[src/rtl/hex_count4.sv]
// Four-digit hex up/down counter stepped by rising edges of a slow level input
// sampled in the clk_in domain; drives packed nibbles to the display mux.
module hex_count4 #(
  parameter int                 DIGITS     = 4,
  parameter logic [4*DIGITS-1:0] INIT_VALUE = '0
) (
  input  logic                  clk_in,
  input  logic                  reset,
  input  logic                  tick_in,
  input  logic                  enable,
  input  logic                  up_down,
  input  logic                  load,
  input  logic [4*DIGITS-1:0]   load_value,
  output logic [4*DIGITS-1:0]   count,
  output logic                  step_pulse,
  output logic                  wrap
);

  localparam int W = 4 * DIGITS;

  logic          tick_q;
  logic          step;
  logic [W-1:0]  next_count;
  logic          chain;

  assign step = tick_in & ~tick_q;

  // Nibble-wise carry/borrow chain; chain exits high only when every digit wrapped.
  // NOTE: every variable assigned in always_comb gets a default first, so no latch is inferred.
  always_comb begin
    next_count = count;
    chain      = 1'b1;
    for (int k = 0; k < DIGITS; k++) begin
      if (chain) begin
        if (up_down) begin
          if (count[4*k +: 4] == 4'hF) begin
            next_count[4*k +: 4] = 4'h0;
          end else begin
            next_count[4*k +: 4] = count[4*k +: 4] + 4'h1;
            chain                = 1'b0;
          end
        end else begin
          if (count[4*k +: 4] == 4'h0) begin
            next_count[4*k +: 4] = 4'hF;
          end else begin
            next_count[4*k +: 4] = count[4*k +: 4] - 4'h1;
            chain                = 1'b0;
          end
        end
      end
    end
  end

  // tick_q resets high so a tick_in already high at reset release is not an edge.
  // NOTE: sequential state uses non-blocking assignments so all registers update together.
  always_ff @(posedge clk_in) begin
    if (reset) begin
      count      <= INIT_VALUE;
      step_pulse <= 1'b0;
      wrap       <= 1'b0;
      tick_q     <= 1'b1;
    end else begin
      tick_q     <= tick_in;
      step_pulse <= 1'b0;
      wrap       <= 1'b0;
      if (load) begin
        count <= load_value;
      end else if (step && enable) begin
        count      <= next_count;
        step_pulse <= 1'b1;
        wrap       <= chain;
      end
    end
  end

endmodule

[config.mk]
export PLATFORM = sky130hd
export DESIGN_NAME = hex_count4
export DESIGN_NICKNAME = d
export VERILOG_FILES = /design/src/rtl/hex_count4.sv
export SDC_FILE = /design/constraint.sdc
export NUM_CORES = 1
export LEC_CHECK = 0
export BUFFER_PORTS_ARGS = -buffer_cell sky130_fd_sc_hd__buf_2
export CORE_ASPECT_RATIO = 0.6
export CORE_MARGIN = 2
export CORE_UTILIZATION = 55
export CTS_BUF_LIST = sky130_fd_sc_hd__clkbuf_16
export DETAILED_ROUTE_END_ITERATION = 6
export PLACE_DENSITY_LB_ADDON = 0.25
export SETUP_SLACK_MARGIN = 0.2
export SLEW_MARGIN = 20
export SYNTH_ARGS = -nofsm -noshare
export SYNTH_HDL_FRONTEND = slang
export SYNTH_SLANG_ARGS = --single-unit
[constraint.sdc]
create_clock -name clk_in -period 3.3 [get_ports clk_in]
set_input_delay 0.495 -clock clk_in [delete_from_list [all_inputs] [get_ports clk_in]]
set_output_delay 0.495 -clock clk_in [all_outputs]
set_load 0.05 [all_outputs]
==> results of run 1 <==
critical path, delay by kind of cell:
| family | cells | cell delay [ns] |
|---|---|---|
| buffers and inverters | 1 | 0.51 |
| and+or+nand+nor | 2 | 0.93 |
| AOI/OAI and AO/OA | 2 | 0.42 |
cell usage after synthesis, drive strengths merged (2+ instances only):
master and number:
dfxtp 19, nor2 17, inv 10, o21ai 9
a21oi 8, ha 8, nand2 8, a311oi 6
clkbuf 6, xnor2 6, a31oi 5, mux2i 5
a211oi 4, buf 4, nand3 4, nor3 4
nor4b 4, and4 3, nand3b 3, o21bai 3
o311ai 3, or4 3, nand4 2, nand4b 2
nor2b 2, o21ba 2, o22ai 2, o31ai 2
or2 2, or3 2
power breakdown:
group / total (W) / leakage [nW] / switching (W) / internal, W
registers: 0.000273 / 0.157 / 0.0000297 / 0.000244
logic: 0.000189 / 0.554 / 0.000117 / 0.0000714
clock network: 0.000250 / 0.0423 / 0.0000883 / 0.000161
total: 0.000711 / 0.753 / 0.000235 / 0.000476
kinds of logic (layout without fill, tap and decap cells):
kind of cell	Yosys count	count (layout)	share of synthesized area, %
compound gates	55	55	28.4
xor+xnor	7	7	4.07
fa+ha+maj	8	8	6.64
buf+inv	21	54	5.98
flops	19	19	25.2
mux	6	6	4.82
simple gates	59	59	24.8
per-stage QoR:
stage	area, µm²	power (W)
after floorplan	1510	0.000417
after global placement	1690	0.000456
after detailed placement	1690	0.000463
after CTS	1770	0.000715
after global routing	1770	0.000743
final	1770	0.000711
cells in the final DEF (no fill, tap or decap), types with 4 or more instances in the layout:
| master | instances |
|---|---|
| a21oi_1 | 7 |
| a311oi_1 | 6 |
| nand2_1 | 8 |
| nand3_1 | 4 |
| nor3_1 | 4 |
| mux2i_1 | 5 |
| a31oi_1 | 5 |
| xnor2_1 | 6 |
| inv_1 | 11 |
| buf_2 | 39 |
| o21ai_0 | 8 |
| dfxtp_1 | 19 |
| nor2_1 | 17 |
| ha_1 | 8 |
layout make-up:
type | instances | share of cell area (%)
multi-input combinational | 135 | 58.5
sequential | 19 | 21.5
tap | 32 | 2.26
inverter | 11 | 2.33
timing repair buffer | 39 | 11.0
clock inverter | 1 | 0.212
clock buffer | 3 | 4.24
state kept, by name (all words and copies together), names as in the netlist:
signal,count
count,16
step_pulse,1
tick_q,1
wrap,1
path summary, 6_finish.rpt:
kind | from | endpoint
worst min-delay path | tick_in | tick_q$_SDFF_PP1_
worst max register to register | count[0]$_SDFFE_PP0P_ | count[14]$_SDFFE_PP0P_
worst min register to register | count[9]$_SDFFE_PP0P_ | count[9]$_SDFFE_PP0P_
worst max-delay path | up_down | count[14]$_SDFFE_PP0P_
metal layers:
metal | track usage, % | vias to the layer above | share of wire [%] | wire (µm)
li1 | - | 737 | - | -
met2 | 41.9 | 66 | 43 | 1660
met1 | 34.6 | 694 | 47 | 1800
met5 | 0 | - | 0 | 0
met3 | 5.92 | 10 | 7.4 | 282
met4 | 8.30 | 0 | 2.3 | 89
==> flow_metrics.py, run 1 <==
metrics = {
    "cts": {
        "post_cts.repair.setup_buffers": 0,
        "clock_path_buffers": 2,
        "cts_resized": 0,
        "cts_tree": "built",
        "h-tree-depth": 1,
        "path_clk_slew_ns": 0.05,
        "numCtsBuffers": 3,
        "clock_latency_ns": 0.25,
        "cts-root-buf": "clkbuf_16",
        "cts-hold-fix-buffers": 0,
        "cts_sinks": 19,
    },
    "floorplan": {
        "initial_core_util_pct": 58.9,
        "die_y_um": 44.5,
        "rows": 14,
        "coreArea_mm2": 0.00256,
        "die-area_mm2": 0.00319,
        "ios": 40,
        "fp.dieW_um": 71.6,
    },
    "layout": {
        "nFillCells": 214,
        "antenna_cells": 0,
        "seqCellArea_um2": 380,
        "layoutNonFillerInstCount": 240,
        "syn_to_final_growth_pct": 17.6,
        "drive_gt1_share_pct": 27.4,
        "final_core_util_pct": 69.3,
        "fin_nets": 239,
        "multi_input_area_mm2": 0.00104,
    },
    "synth": {
        "async_flop_share_pct": 0,
        "synth_top_cell_area_share_pct": 25.2,
        "synth.ff_latch_count": 19,
        "synth.distinct_cells": 55,
        "synth-edff-count": 0,
        "yosysTopAreaCell": "dfxtp_1",
        "syn_area_mm2": 0.00151,
        "synthesis.nets": 205,
        "synthTopCellsByArea": "dfxtp_1 (25%), ha_1 (6.6%), nor2_1 (4.2%)",
        "syn_area_per_cell_um2": 8.61,
        "synthFlopType": "dfxtp_1",
        "syn_inst": 175,
        "ys_warn_count": 0,
        "seq_area_frac_synth_pct": 25.2,
    },
    "worst_hold_path": {
        "min_path_cells": 2,
        "hold_path_class": "in2reg",
    },
    "status": {
        "status": "finished, final reports clean",
    },
    "global_route": {
        "grt-ovfl-total": 0,
        "first_global_vias": 1326,
        "grt_pass1_wl_um": 6270,
        "antenna_found_initial": 0,
        "grt_max_degree": 31,
        "grt_usage_pct": 25.8,
    },
    "route": {
        "remaining_drc_errors": 0,
        "routed_via_density": 6.28,
        "drt_iter0_markers": 173,
        "wl_per_cell_um": 16.0,
        "first_pass_iters": 4,
        "vias": 1507,
        "drtAntennaViolNets": 0,
        "routed_wl_um": 3830,
    },
    "critical_path": {
        "end_kind": "flip-flop",
        "cpMaxStageDelayCell": "or4_1",
        "start_kind": "primary input",
        "rrSetupSlack_ns": 1.12,
        "cp.required_ns": 3.46,
        "critPathArrivalTime_ns": 2.36,
        "path_class": "in2reg",
        "crit_chain": "buf_2, and4_2, o221ai_4, or4_1, a311oi_1",
        "slowest_delay_ns": 0.53,
        "reg2reg_depth": 6,
        "crit_fanout": 30,
    },
    "timing": {
        "period_minus_slack_ns": 2.20,
        "period_share_pct": 66.6,
        "clock_skew_ns": 0.00282,
        "tns_ns": 0,
        "final_max_slew_viol_count": 0,
        "finalHoldViolations": 0,
        "setup_ws_ns": 1.10,
        "relSlewSlack_pct": 54.5,
        "worst_pin_slew_ns": 0.679,
        "fin_hold_ws_ns": 0.454,
        "fmax_mhz": 455,
        "rsz0062_at_grt": "no",
        "setup_viol": 0,
    },
    "flow_run": {
        "drv_cap": 0,
    },
    "power_and_ir_drop": {
        "vdd_ir_drop_max_mv": 0.283,
        "cellLeakagePower_nw": 0.753,
        "power.density_mw_per_mm2": 402,
    },
    "place": {
        "io_buffer_count": 39,
        "dp_slack_ns": 0.856,
        "dp.cells": 236,
        "gp_congestion": 0.868,
        "dpl.hpwl_um": 2690,
    },
}
(Power assumes the default switching activity.)
==> run 2: changes to the inputs <==
Settings changed: ABC_AREA from default to 1, CORE_UTILIZATION 55 to 48.
Clock period 3.3 ns to 1.8 ns, I/O delays scaled along.
==> run 2 against run 1 <==
  * Global-route usage decreased by 3.7 points
  * First-iteration DRC count fell by 57%
  * Largest power group unchanged
  * Largest cell class unchanged
  * Register-to-register slack lost 0.89 ns
  * Highest routed layer unchanged
  * Core utilization fell by 4.4 points
  * Combinational power rose by 120%
  * Sequential power rose by 81%
  * Non-clock buffer count up 7
==> flow_metrics.py, run 2 <==
metrics = {
    "timing": {
        "tns_ns": 0,
        "clock_skew_ns": 0.00258,
        "rsz0062_at_grt": "yes",
        "setup_ws_ns": 0.233,
        "worst_pin_slew_ns": 0.398,
        "period_minus_slack_ns": 1.57,
        "period_share_pct": 87.1,
        "relSlewSlack_pct": 73.4,
        "finalHoldViolations": 0,
        "setup_viol": 0,
        "fmax_mhz": 638,
        "final_max_slew_viol_count": 0,
    },
    "route": {
        "remaining_drc_errors": 0,
        "drt-met1-wl_um": 2020,
        "first_pass_iters": 4,
        "drtAntennaViolNets": 0,
        "vias": 1654,
        "drt_iter0_markers": 75,
        "routed_via_density": 5.15,
        "wl_met3_um": 301,
        "top_layer_used": "met4",
        "met2_wirelength_um": 1570,
        "wl_per_cell_um": 12.2,
        "routed_wl_um": 3930,
    },
    "global_route": {
        "grt-ovfl-total": 0,
        "grt_usage_pct": 22.1,
        "grt_max_degree": 19,
        "antenna_found_initial": 0,
        "grt_pass1_wl_um": 6180,
        "first_global_vias": 1314,
    },
    "power_and_ir_drop": {
        "power.density_mw_per_mm2": 712,
        "combPwrFrac_pct": 30.4,
        "clock_power_share_pct": 33.6,
        "power.total_w": 0.00137,
        "p_seq_share_pct": 36.0,
        "p_int_w": 0.000885,
        "swShare_pct": 35.5,
        "cellLeakagePower_nw": 0.973,
        "switchingPower_w": 0.000486,
        "vdd_ir_drop_max_mv": 0.428,
    },
    "layout": {
        "layoutNonFillerInstCount": 321,
        "regMostFlops": "count",
        "seqCellArea_um2": 402,
        "layout_commonest_cell": "nand2_1",
        "drive_gt1_share_pct": 32.6,
        "final_cell_mix": "nand2_1 (52), buf_2 (39), nand3_1 (27)",
        "multi_input_area_mm2": 0.00102,
        "nFillCells": 287,
        "fin_nets": 310,
        "antenna_cells": 0,
        "largest_reg_flops": 16,
        "syn_to_final_growth_pct": 24.4,
    },
    "flow_run": {
        "drv_cap": 0,
    },
    "worst_hold_path": {
        "hold_path_class": "in2reg",
    },
    "place": {
        "gp_congestion": 0.915,
        "dp_slack_ns": 0.225,
        "dp.cells": 312,
        "dpl.hpwl_um": 2940,
        "io_buffer_count": 39,
    },
    "synth": {
        "synth.ff_latch_count": 19,
        "synthTopCellsByArea": "dfxtp_1 (25%), nand2_1 (13%), nand3_1 (8.7%)",
        "synth.distinct_cells": 33,
        "syn_inst": 237,
        "ys_warn_count": 0,
        "async_flop_share_pct": 0,
        "yosys.cell_count.top_type": "nand2_1",
        "synth-edff-count": 0,
        "yosysTopAreaCell": "dfxtp_1",
        "seq_area_frac_synth_pct": 24.6,
        "synth_top_cell_area_share_pct": 24.6,
        "synthFlopType": "dfxtp_1",
        "syn_area_mm2": 0.00155,
        "syn_area_per_cell_um2": 6.53,
        "synth_common_cells": "nand2_1 (52), nand3_1 (27), nor2_1 (26)",
        "synthesis.nets": 267,
    },
    "floorplan": {
        "die_y_um": 48.0,
        "fp.dieW_um": 77.3,
        "coreArea_mm2": 0.00297,
        "die-area_mm2": 0.00371,
        "rows": 15,
        "ios": 40,
        "initial_core_util_pct": 52.2,
    },
    "critical_path": {
        "cp.required_ns": 1.95,
        "start_kind": "flip-flop",
        "path_class": "reg2reg",
        "critPathArrivalTime_ns": 1.72,
        "end_kind": "flip-flop",
        "crit_fanout": 5,
    },
    "cts": {
        "clock_path_buffers": 2,
        "numCtsBuffers": 3,
        "cts_tree": "built",
        "cts-hold-fix-buffers": 0,
        "cts_sinks": 19,
        "h-tree-depth": 1,
        "cts-root-buf": "clkbuf_16",
        "clock_latency_ns": 0.25,
        "path_clk_slew_ns": 0.05,
    },
    "status": {
        "status": "finished, final reports clean",
    },
}
-- run 2: cell count changes after synthesis, sizes merged, moves of 7 or more --
cell / before / now
o21ai: 9 / 16
a21oi: 8 / 16
nor2: 17 / 27
nand3: 4 / 28
inv: 10 / 31
nand2: 8 / 60
-- run 2: power by group through the flow --
stage | Clock [W] | Combinational [W] | Sequential [W]
2_1_floorplan | 0 | 0.000225 | 0.000579
3_3_place_gp | 0 | 0.000392 | 0.000500
3_5_place_dp | 0 | 0.000395 | 0.000500
4_1_cts | 0.000472 | 0.000399 | 0.000491
5_1_grt | 0.000491 | 0.000458 | 0.000498
6_report | 0.000461 | 0.000417 | 0.000493
-- run 2: per-layer routing --
metal | GRT usage (%) | vias up
met5 | 0 | -
met4 | 4.29 | 0
met3 | 5.85 | 6
met2 | 33.2 | 63
met1 | 32.1 | 719
li1 | - | 866
-- run 2: path summary, 6_finish.rpt --
path / from / endpoint / slack [ns] / depth (start not counted)
hold reg to reg: count[5]$_SDFFE_PP0P_ / count[5]$_SDFFE_PP0P_ / 0.51 / 2
hold / removal: tick_in / tick_q$_SDFF_PP1_ / 0.21 / 3
setup reg to reg: count[1]$_SDFFE_PP0P_ / count[11]$_SDFFE_PP0P_ / 0.23 / 11
setup / recovery: count[1]$_SDFFE_PP0P_ / count[11]$_SDFFE_PP0P_ / 0.23 / 11
-- run 2: kinds of logic after synthesis --
| group | count (synthesis) | synth area share [%] |
|---|---|---|
| fa+ha+maj | 8 | 6.47 |
| compound gates | 39 | 15.6 |
| flops | 19 | 24.6 |
| simple gates | 127 | 39.4 |
| buf+inv | 39 | 11.1 |
| xor+xnor | 5 | 2.83 |
-- run 2: layout make-up --
cell class | instances | share of cell area (%)
multi-input cells | 179 | 53.0
flip-flops and latches | 19 | 20.9
repair buffers | 46 | 12.9
inverters | 31 | 6.44
clock buffers | 3 | 3.90
well taps | 42 | 2.73
clock inverters | 1 | 0.195
-- run 2: repair_timing --
| action | 4_1_cts | 5_1_grt |
|---|---|---|
| endpoints found under the setup margin | 0 | 9 |
| setup buffers | 0 | 5 |
| gates resized for setup | 0 | 16 |
-- run 2: through the flow --
| step | utilization [%] | instance area [µm²] | hold slack, ns |
|---|---|---|---|
| detailed placement | 59.8 | 1770 | 0.472 |
| global route | 64.9 | 1920 | 0.211 |
| CTS | 62.4 | 1850 | 0.208 |
| global placement | 59.8 | 1770 | 0.470 |
| floorplan | - | 1560 | 0.375 |
| finish | 64.9 | 1920 | 0.213 |
-- run 2: worst max-delay path, cell delays in order, from the launching register on --
cell	delay, ns
dfxtp_4	0.36
inv_4	0.06
ha_4	0.12
inv_2	0.04
nor2_4	0.14
nand2_4	0.09
nand2_4	0.10
nand2_4	0.08
o21ai_4	0.24
nand2_2	0.08
nor2_2	0.11
nor2_1	0.04
